[config.mk]
export PLATFORM = sky130hd
export DESIGN_NAME = exec_pipe_flat
export DESIGN_NICKNAME = d
export VERILOG_FILES = /design/src/rtl/exec_pipe_if.sv /design/src/rtl/exec_pipe.sv /design/src/flat_wrapper.sv
export SDC_FILE = /design/constraint.sdc
export NUM_CORES = 1
export LEC_CHECK = 0
export ABC_AREA = 0
export CORE_MARGIN = 8
export CORE_UTILIZATION = 56
export DETAILED_ROUTE_END_ITERATION = 8
export PLACE_DENSITY = 0.9
export SETUP_SLACK_MARGIN = 0.02
export SLEW_MARGIN = 10
export SYNTH_ARGS = -nofsm -noshare
export SYNTH_HDL_FRONTEND = slang
export SYNTH_SLANG_ARGS = --single-unit
[constraint.sdc]
create_clock -name clk -period 7.8 [get_ports clk]
set_clock_uncertainty 0.05 [all_clocks]
set_input_delay 1.56 -clock clk [delete_from_list [all_inputs] [get_ports clk]]
set_output_delay 1.56 -clock clk [all_outputs]
set_load 0.01 [all_outputs]
[src/rtl/exec_pipe_if.sv]
// exec_pipe_if: handshake bundle between an issuing stage and exec_pipe.
//   Request side : in_valid/in_ready, in_op, in_x, in_y, in_a, in_tag
//   Result side  : out_valid/out_ready, out_result, out_tag, out_err
//   Status       : busy (multiply in progress)
// master = issuer/consumer, slave = execution unit.
interface exec_pipe_if #(
    parameter int WIDTH = 32,
    parameter int TAG_W = 4
);
    logic             in_valid;
    logic             in_ready;
    logic [3:0]       in_op;
    logic [WIDTH-1:0] in_x;
    logic [WIDTH-1:0] in_y;
    logic [WIDTH-1:0] in_a;
    logic [TAG_W-1:0] in_tag;
    logic             out_valid;
    logic             out_ready;
    logic [WIDTH-1:0] out_result;
    logic [TAG_W-1:0] out_tag;
    logic             out_err;
    logic             busy;

    modport master (
        output in_valid, in_op, in_x, in_y, in_a, in_tag, out_ready,
        input  in_ready, out_valid, out_result, out_tag, out_err, busy
    );

    modport slave (
        input  in_valid, in_op, in_x, in_y, in_a, in_tag, out_ready,
        output in_ready, out_valid, out_result, out_tag, out_err, busy
    );
endinterface

[src/rtl/exec_pipe.sv]
// exec_pipe: handshaked execution unit computing op(X, Y) + A over the
// 16-entry tenyr op encoding. Single-cycle ops write the one-entry output
// register at the accept edge; multiply iterates MUL_BITS per cycle for
// WIDTH/MUL_BITS cycles. Ops 4 and F are reserved: result = A, out_err = 1.
// Ports:
//   clk     : clock, rising edge
//   reset_n : synchronous active-low reset
//   pipe    : exec_pipe_if slave (request, result and busy signals)
module exec_pipe #(
    parameter int WIDTH    = 32,
    parameter int MUL_BITS = 4,
    parameter int TAG_W    = 4
) (
    input  logic       clk,
    input  logic       reset_n,
    exec_pipe_if.slave pipe
);
    localparam int N   = WIDTH / MUL_BITS;
    localparam int CW  = $clog2(N + 1);
    localparam int SHW = $clog2(WIDTH);

    typedef enum logic [0:0] {IDLE, MUL} state_t;

    state_t           state_q;
    logic [CW-1:0]    cnt_q;
    logic [WIDTH-1:0] acc_q;
    logic [WIDTH-1:0] mcand_q;
    logic [WIDTH-1:0] mplier_q;
    logic [WIDTH-1:0] addend_q;
    logic [TAG_W-1:0] tag_pend_q;
    logic             out_valid_q;
    logic [WIDTH-1:0] out_result_q;
    logic [TAG_W-1:0] out_tag_q;
    logic             out_err_q;

    logic             in_ready;
    logic             accept;
    logic             mul_done;
    logic [WIDTH-1:0] alu_d;
    logic             err_d;
    logic [WIDTH-1:0] digit_d;
    logic [WIDTH-1:0] acc_d;

    assign in_ready = (state_q == IDLE) & (~out_valid_q | pipe.out_ready);
    assign accept   = pipe.in_valid & in_ready;
    // Last iteration: counter is about to reach zero on this edge.
    assign mul_done = (state_q == MUL) && (cnt_q == CW'(1));

    assign pipe.in_ready   = in_ready;
    assign pipe.out_valid  = out_valid_q;
    assign pipe.out_result = out_result_q;
    assign pipe.out_tag    = out_tag_q;
    assign pipe.out_err    = out_err_q;
    assign pipe.busy       = (state_q == MUL);

    // Single-cycle op result before the addend. Multiply is handled by the
    // iterative path, so op 3 contributes nothing here.
    always_comb begin
        alu_d = '0;
        err_d = 1'b0;
        unique case (pipe.in_op)
            4'h0: alu_d = pipe.in_x | pipe.in_y;
            4'h1: alu_d = pipe.in_x & pipe.in_y;
            4'h2: alu_d = pipe.in_x + pipe.in_y;
            4'h5: alu_d = (pipe.in_y >= WIDTH'(WIDTH)) ? '0
                                                        : pipe.in_x << pipe.in_y[SHW-1:0];
            4'h6: alu_d = {WIDTH{$signed(pipe.in_x) < $signed(pipe.in_y)}};
            4'h7: alu_d = {WIDTH{pipe.in_x == pipe.in_y}};
            4'h8: alu_d = {WIDTH{$signed(pipe.in_x) > $signed(pipe.in_y)}};
            4'h9: alu_d = pipe.in_x & ~pipe.in_y;
            4'hA: alu_d = pipe.in_x ^ pipe.in_y;
            4'hB: alu_d = pipe.in_x - pipe.in_y;
            4'hC: alu_d = pipe.in_x ^ ~pipe.in_y;
            4'hD: alu_d = (pipe.in_y >= WIDTH'(WIDTH)) ? '0
                                                        : pipe.in_x >> pipe.in_y[SHW-1:0];
            4'hE: alu_d = {WIDTH{pipe.in_x != pipe.in_y}};
            4'h4, 4'hF: err_d = 1'b1;
            default: alu_d = '0;
        endcase
    end

    // One radix-2^MUL_BITS step; truncation to WIDTH keeps the low product
    // bits, which are the same for signed and unsigned operands.
    assign digit_d = WIDTH'(mplier_q[MUL_BITS-1:0]);
    assign acc_d   = acc_q + WIDTH'(mcand_q * digit_d);

    always_ff @(posedge clk) begin
        if (!reset_n) begin
            state_q      <= IDLE;
            cnt_q        <= '0;
            acc_q        <= '0;
            mcand_q      <= '0;
            mplier_q     <= '0;
            addend_q     <= '0;
            tag_pend_q   <= '0;
            out_valid_q  <= 1'b0;
            out_result_q <= '0;
            out_tag_q    <= '0;
            out_err_q    <= 1'b0;
        end else begin
            // Consume first; a result written below at this edge overrides.
            if (pipe.out_ready) out_valid_q <= 1'b0;

            unique case (state_q)
                IDLE: begin
                    if (accept) begin
                        if (pipe.in_op == 4'h3) begin
                            state_q    <= MUL;
                            cnt_q      <= CW'(N);
                            acc_q      <= '0;
                            mcand_q    <= pipe.in_x;
                            mplier_q   <= pipe.in_y;
                            addend_q   <= pipe.in_a;
                            tag_pend_q <= pipe.in_tag;
                        end else begin
                            out_valid_q  <= 1'b1;
                            out_result_q <= alu_d + pipe.in_a;
                            out_tag_q    <= pipe.in_tag;
                            out_err_q    <= err_d;
                        end
                    end
                end
                MUL: begin
                    acc_q    <= acc_d;
                    mcand_q  <= mcand_q << MUL_BITS;
                    mplier_q <= mplier_q >> MUL_BITS;
                    cnt_q    <= cnt_q - CW'(1);
                    if (mul_done) begin
                        state_q      <= IDLE;
                        out_valid_q  <= 1'b1;
                        out_result_q <= acc_d + addend_q;
                        out_tag_q    <= tag_pend_q;
                        out_err_q    <= 1'b0;
                    end
                end
                default: state_q <= IDLE;
            endcase
        end
    end
endmodule

[src/flat_wrapper.sv]
// flat-port wrapper written by rule: the top's interface ports become plain ports
module exec_pipe_flat 
#(
    parameter int WIDTH    = 32,
    parameter int MUL_BITS = 4,
    parameter int TAG_W    = 4
)
  (clk, reset_n, pipe_in_valid, pipe_in_op, pipe_in_x, pipe_in_y, pipe_in_a, pipe_in_tag, pipe_out_ready, pipe_in_ready, pipe_out_valid, pipe_out_result, pipe_out_tag, pipe_out_err, pipe_busy);
  exec_pipe_if #(.WIDTH(WIDTH), .TAG_W(TAG_W)) pipe_i ();
  input  logic clk;
  input  logic reset_n;
  input wire logic [$bits(pipe_i.in_valid)-1:0] pipe_in_valid;
  input wire logic [$bits(pipe_i.in_op)-1:0] pipe_in_op;
  input wire logic [$bits(pipe_i.in_x)-1:0] pipe_in_x;
  input wire logic [$bits(pipe_i.in_y)-1:0] pipe_in_y;
  input wire logic [$bits(pipe_i.in_a)-1:0] pipe_in_a;
  input wire logic [$bits(pipe_i.in_tag)-1:0] pipe_in_tag;
  input wire logic [$bits(pipe_i.out_ready)-1:0] pipe_out_ready;
  output wire logic [$bits(pipe_i.in_ready)-1:0] pipe_in_ready;
  output wire logic [$bits(pipe_i.out_valid)-1:0] pipe_out_valid;
  output wire logic [$bits(pipe_i.out_result)-1:0] pipe_out_result;
  output wire logic [$bits(pipe_i.out_tag)-1:0] pipe_out_tag;
  output wire logic [$bits(pipe_i.out_err)-1:0] pipe_out_err;
  output wire logic [$bits(pipe_i.busy)-1:0] pipe_busy;
  assign pipe_i.in_valid = pipe_in_valid;
  assign pipe_i.in_op = pipe_in_op;
  assign pipe_i.in_x = pipe_in_x;
  assign pipe_i.in_y = pipe_in_y;
  assign pipe_i.in_a = pipe_in_a;
  assign pipe_i.in_tag = pipe_in_tag;
  assign pipe_i.out_ready = pipe_out_ready;
  assign pipe_in_ready = pipe_i.in_ready;
  assign pipe_out_valid = pipe_i.out_valid;
  assign pipe_out_result = pipe_i.out_result;
  assign pipe_out_tag = pipe_i.out_tag;
  assign pipe_out_err = pipe_i.out_err;
  assign pipe_busy = pipe_i.busy;
  exec_pipe #(.WIDTH(WIDTH), .MUL_BITS(MUL_BITS), .TAG_W(TAG_W)) u_core (.clk(clk), .reset_n(reset_n), .pipe(pipe_i));
endmodule
==> metrics.yaml <==
worst_setup_path:
  path_max_fanout: 27
  critPathCaptureType: "register"
  crit_type: "register to register"
  startpoint_type: "register"
  required_ns: 8.15
  arrival_ns: 7.93
synthesis:
  synth-compound-area-share: 0.284
  synthMuxAreaShare: 0.0363
  yosysSeqAreaShare: 0.148
  synth_top_family_by_area: "compound AO/OA/AOI/OAI gates"
  synth_xor_area_frac: 0.0545
  yosys.area_share.adder: 0.181
  ys_seq_elements: 175
  synthesis.nets: 3698
  synth.avg_cell_area_um2: 7.15
  yosys_warnings: 0
  synthSimpleGateAreaFrac: 0.220
  synth_ff_type: "dfxtp_1"
  synth-edff-count: 0
  synth_area_um2: 23600
  yosysUniqueCellTypes: 84
  async_flop_share: 0
  syn_inst: 3303
placement:
  post-dp-hpwl_um: 73800
  port_buffers: 147
  gp_congestion: 1.08
  postPlaceCellArea_um2: 26500
  dp_cells: 3983
floorplanning:
  fp.dieArea_um2: 49000
  fp.dieH_um: 221
  core_um2: 41800
  initial_core_util: 0.566
  row_count: 75
  dieWidth_um: 221
  ios: 148
route:
  drcViolationCount: 5
  vias: 26300
  dr.pass1.iters: 9
  ant_nets: 0
  drt_iter0_markers: 3976
  routed_wl_um: 95300
  maxUsedRoutingLayer: "met5"
  wl_per_cell_um: 23.7
  wl_met2_um: 42100
  wl_met1_um: 36400
  dr_wl_met3_um: 11100
  avgViaCountPerCell: 6.56
cells_and_area:
  nNetsFinal: 3858
  area_growth_pct: 15.0
  antennaDiodeCount: 0
  layout.cells.non_filler: 4015
  final_area_um2: 27200
  layout_common_cells: "423 x nand2_1, 320 x a21oi_1, 250 x inv_1"
  drive_gt1_frac: 0.0880
  num-fill-cells: 3519
  final_common_cell: "nand2_1"
clock_network:
  clk_path_buf_depth: 2
  post_cts_buffers: 0
  clock-sinks: 175
  clk_latency_ns: 0.51
  cts_tree: "yes"
  h-tree-depth: 4
  clkTransAtPathRegs_ns: 0.07
  clockRootBuffer: "clkbuf_16"
  cts_buffers: 17
sta:
  hold_viol: 0
  rsz0062_at_grt: "false"
  period_share: 0.973
  worst_slew_pin_slew_ns: 1.25
  min_period_ns: 7.59
  setup_viol_count_final: 0
  fmax_ghz: 0.132
  slew_headroom: 0.163
  drv_slew: 0
global_route:
  grt_max_degree: 104
  grt_pass1_wl_um: 146000
  grtUsageTotal: 0.377
  grt_pass1_vias: 25200
  overflow: 0
  antenna_found_initial: 5
run:
  drv_cap: 0
status:
  failed_checks: "DRC"
  status: "complete, but fails checks"
worst_hold_path:
  hp-class: "register to register"
power_and_ir_drop:
  p_per_area_nw_per_um2: 125
  leakage_uw: 0.0120
  ir_worst_vdd_mv: 0.145
## power by group
| group | switching [uW] | total, uW | leakage, uW | internal (uW) |
|---|---|---|---|---|
| Combinational | 883 | 1480 | 0.0103 | 596 |
| Sequential | 27.3 | 954 | 0.00142 | 927 |
| Clock | 442 | 957 | 0.000305 | 515 |
| Total | 1350 | 3390 | 0.0120 | 2040 |
## cell usage after synthesis, drive strengths merged, types with 30 or more instances
library cell	n	area share
clkbuf	165	0.026
a21oi	322	0.069
nor2	211	0.034
xor2	59	0.022
ha	197	0.10
nand3	66	0.014
a211oi	30	0.010
a31oi	30	0.0079
xnor2	88	0.033
buf	56	0.010
fa	90	0.076
dfxtp	175	0.15
and2	125	0.033
nand2	425	0.068
inv	250	0.040
nand2b	35	0.0093
o211ai	42	0.014
a21boi	46	0.015
o31ai	46	0.015
mux2i	62	0.026
nor2b	87	0.023
a21o	71	0.023
o21ai	234	0.050
nor3	51	0.011
## final timing paths
| path | slack, ns | cells after the start | end | startpoint |
|---|---|---|---|---|
| setup reg to reg | 0.21 | 27 | u_core.pipe.out_result[31] | u_core.mplier_q[1] |
| setup / recovery | 0.21 | 27 | u_core.pipe.out_result[31] | u_core.mplier_q[1] |
| hold / removal | 0.41 | 2 | u_core.mplier_q[28] | u_core.mplier_q[28] |
| hold reg to reg | 0.41 | 2 | u_core.mplier_q[28] | u_core.mplier_q[28] |
## layout make-up
class | instances | area (um^2) | share of cell area
multi-input combinational | 2657 | 18400 | 0.676
clock buffer | 18 | 429 | 0.0158
clock inverter | 14 | 188 | 0.00691
sequential | 175 | 3510 | 0.129
inverter | 250 | 938 | 0.0345
tap | 539 | 674 | 0.0248
timing repair buffer | 362 | 3070 | 0.113
## layer usage
layer | global-route usage | vias up
met5 | 0 | -
met4 | 0.198 | 4
met3 | 0.0889 | 372
met2 | 0.599 | 1733
met1 | 0.470 | 12400
li1 | - | 11800
## metrics by stage
stage / util / hold WS (ns) / total power, uW / worst slack (ns) / setup TNS (ns)
2_1_floorplan: - / 0.382 / 1780 / 0.0545 / 0
3_3_place_gp: 0.635 / 0.394 / 2370 / 0.0634 / 0
3_5_place_dp: 0.635 / 0.398 / 2380 / -0.222 / -0.446
4_1_cts: 0.650 / 0.409 / 3340 / 0.290 / 0
5_1_grt: 0.651 / 0.429 / 3520 / 0.0491 / 0
6_report: 0.651 / 0.411 / 3390 / 0.213 / 0
## worst max-delay path, stage by stage, from the launching register on
cell and delay (ns):
dfxtp_1 0.45, buf_4 0.34, and2_1 0.22, fa_1 0.43, fa_1 0.51, inv_1 0.05, fa_1 0.48, inv_1 0.04
ha_1 0.29, o21a_1 0.17, o31a_1 0.18, nor4_1 0.51, o21ai_0 0.37, a221o_1 0.49, a21o_1 0.22, a21o_1 0.18
xor2_1 0.27, ha_1 0.35, nand2_1 0.12, nor2_1 0.07, o31ai_1 0.09, nand3_1 0.25, a31oi_1 0.33, a21oi_1 0.14
o22ai_1 0.31, xor2_1 0.22, xnor2_1 0.10, a221oi_1 0.25
## kinds of logic after synthesis
family	count (synthesis)
AO/OA/AOI/OAI	1047
flip-flops	175
buffers and inverters	471
multiplexers	77
adder cells (fa/ha/maj)	287
AND/OR/NAND/NOR	1099
XOR/XNOR	147
## registers in the layout, summed over array words and instances, names as in the netlist
signal	cells
u_core.acc_q	32
u_core.addend_q	32
u_core.cnt_q	4
u_core.mcand_q	32
u_core.mplier_q	32
u_core.pipe.busy	1
u_core.pipe.out_err	1
u_core.pipe.out_result	32
u_core.pipe.out_tag	4
u_core.pipe.out_valid	1
u_core.tag_pend_q	4
## what timing repair did
action | CTS | global route
hold buffers | 0 | 0
gates resized for setup | 0 | 2
setup endpoints to repair | 0 | 5
Power figures use the tool's default switching activity.
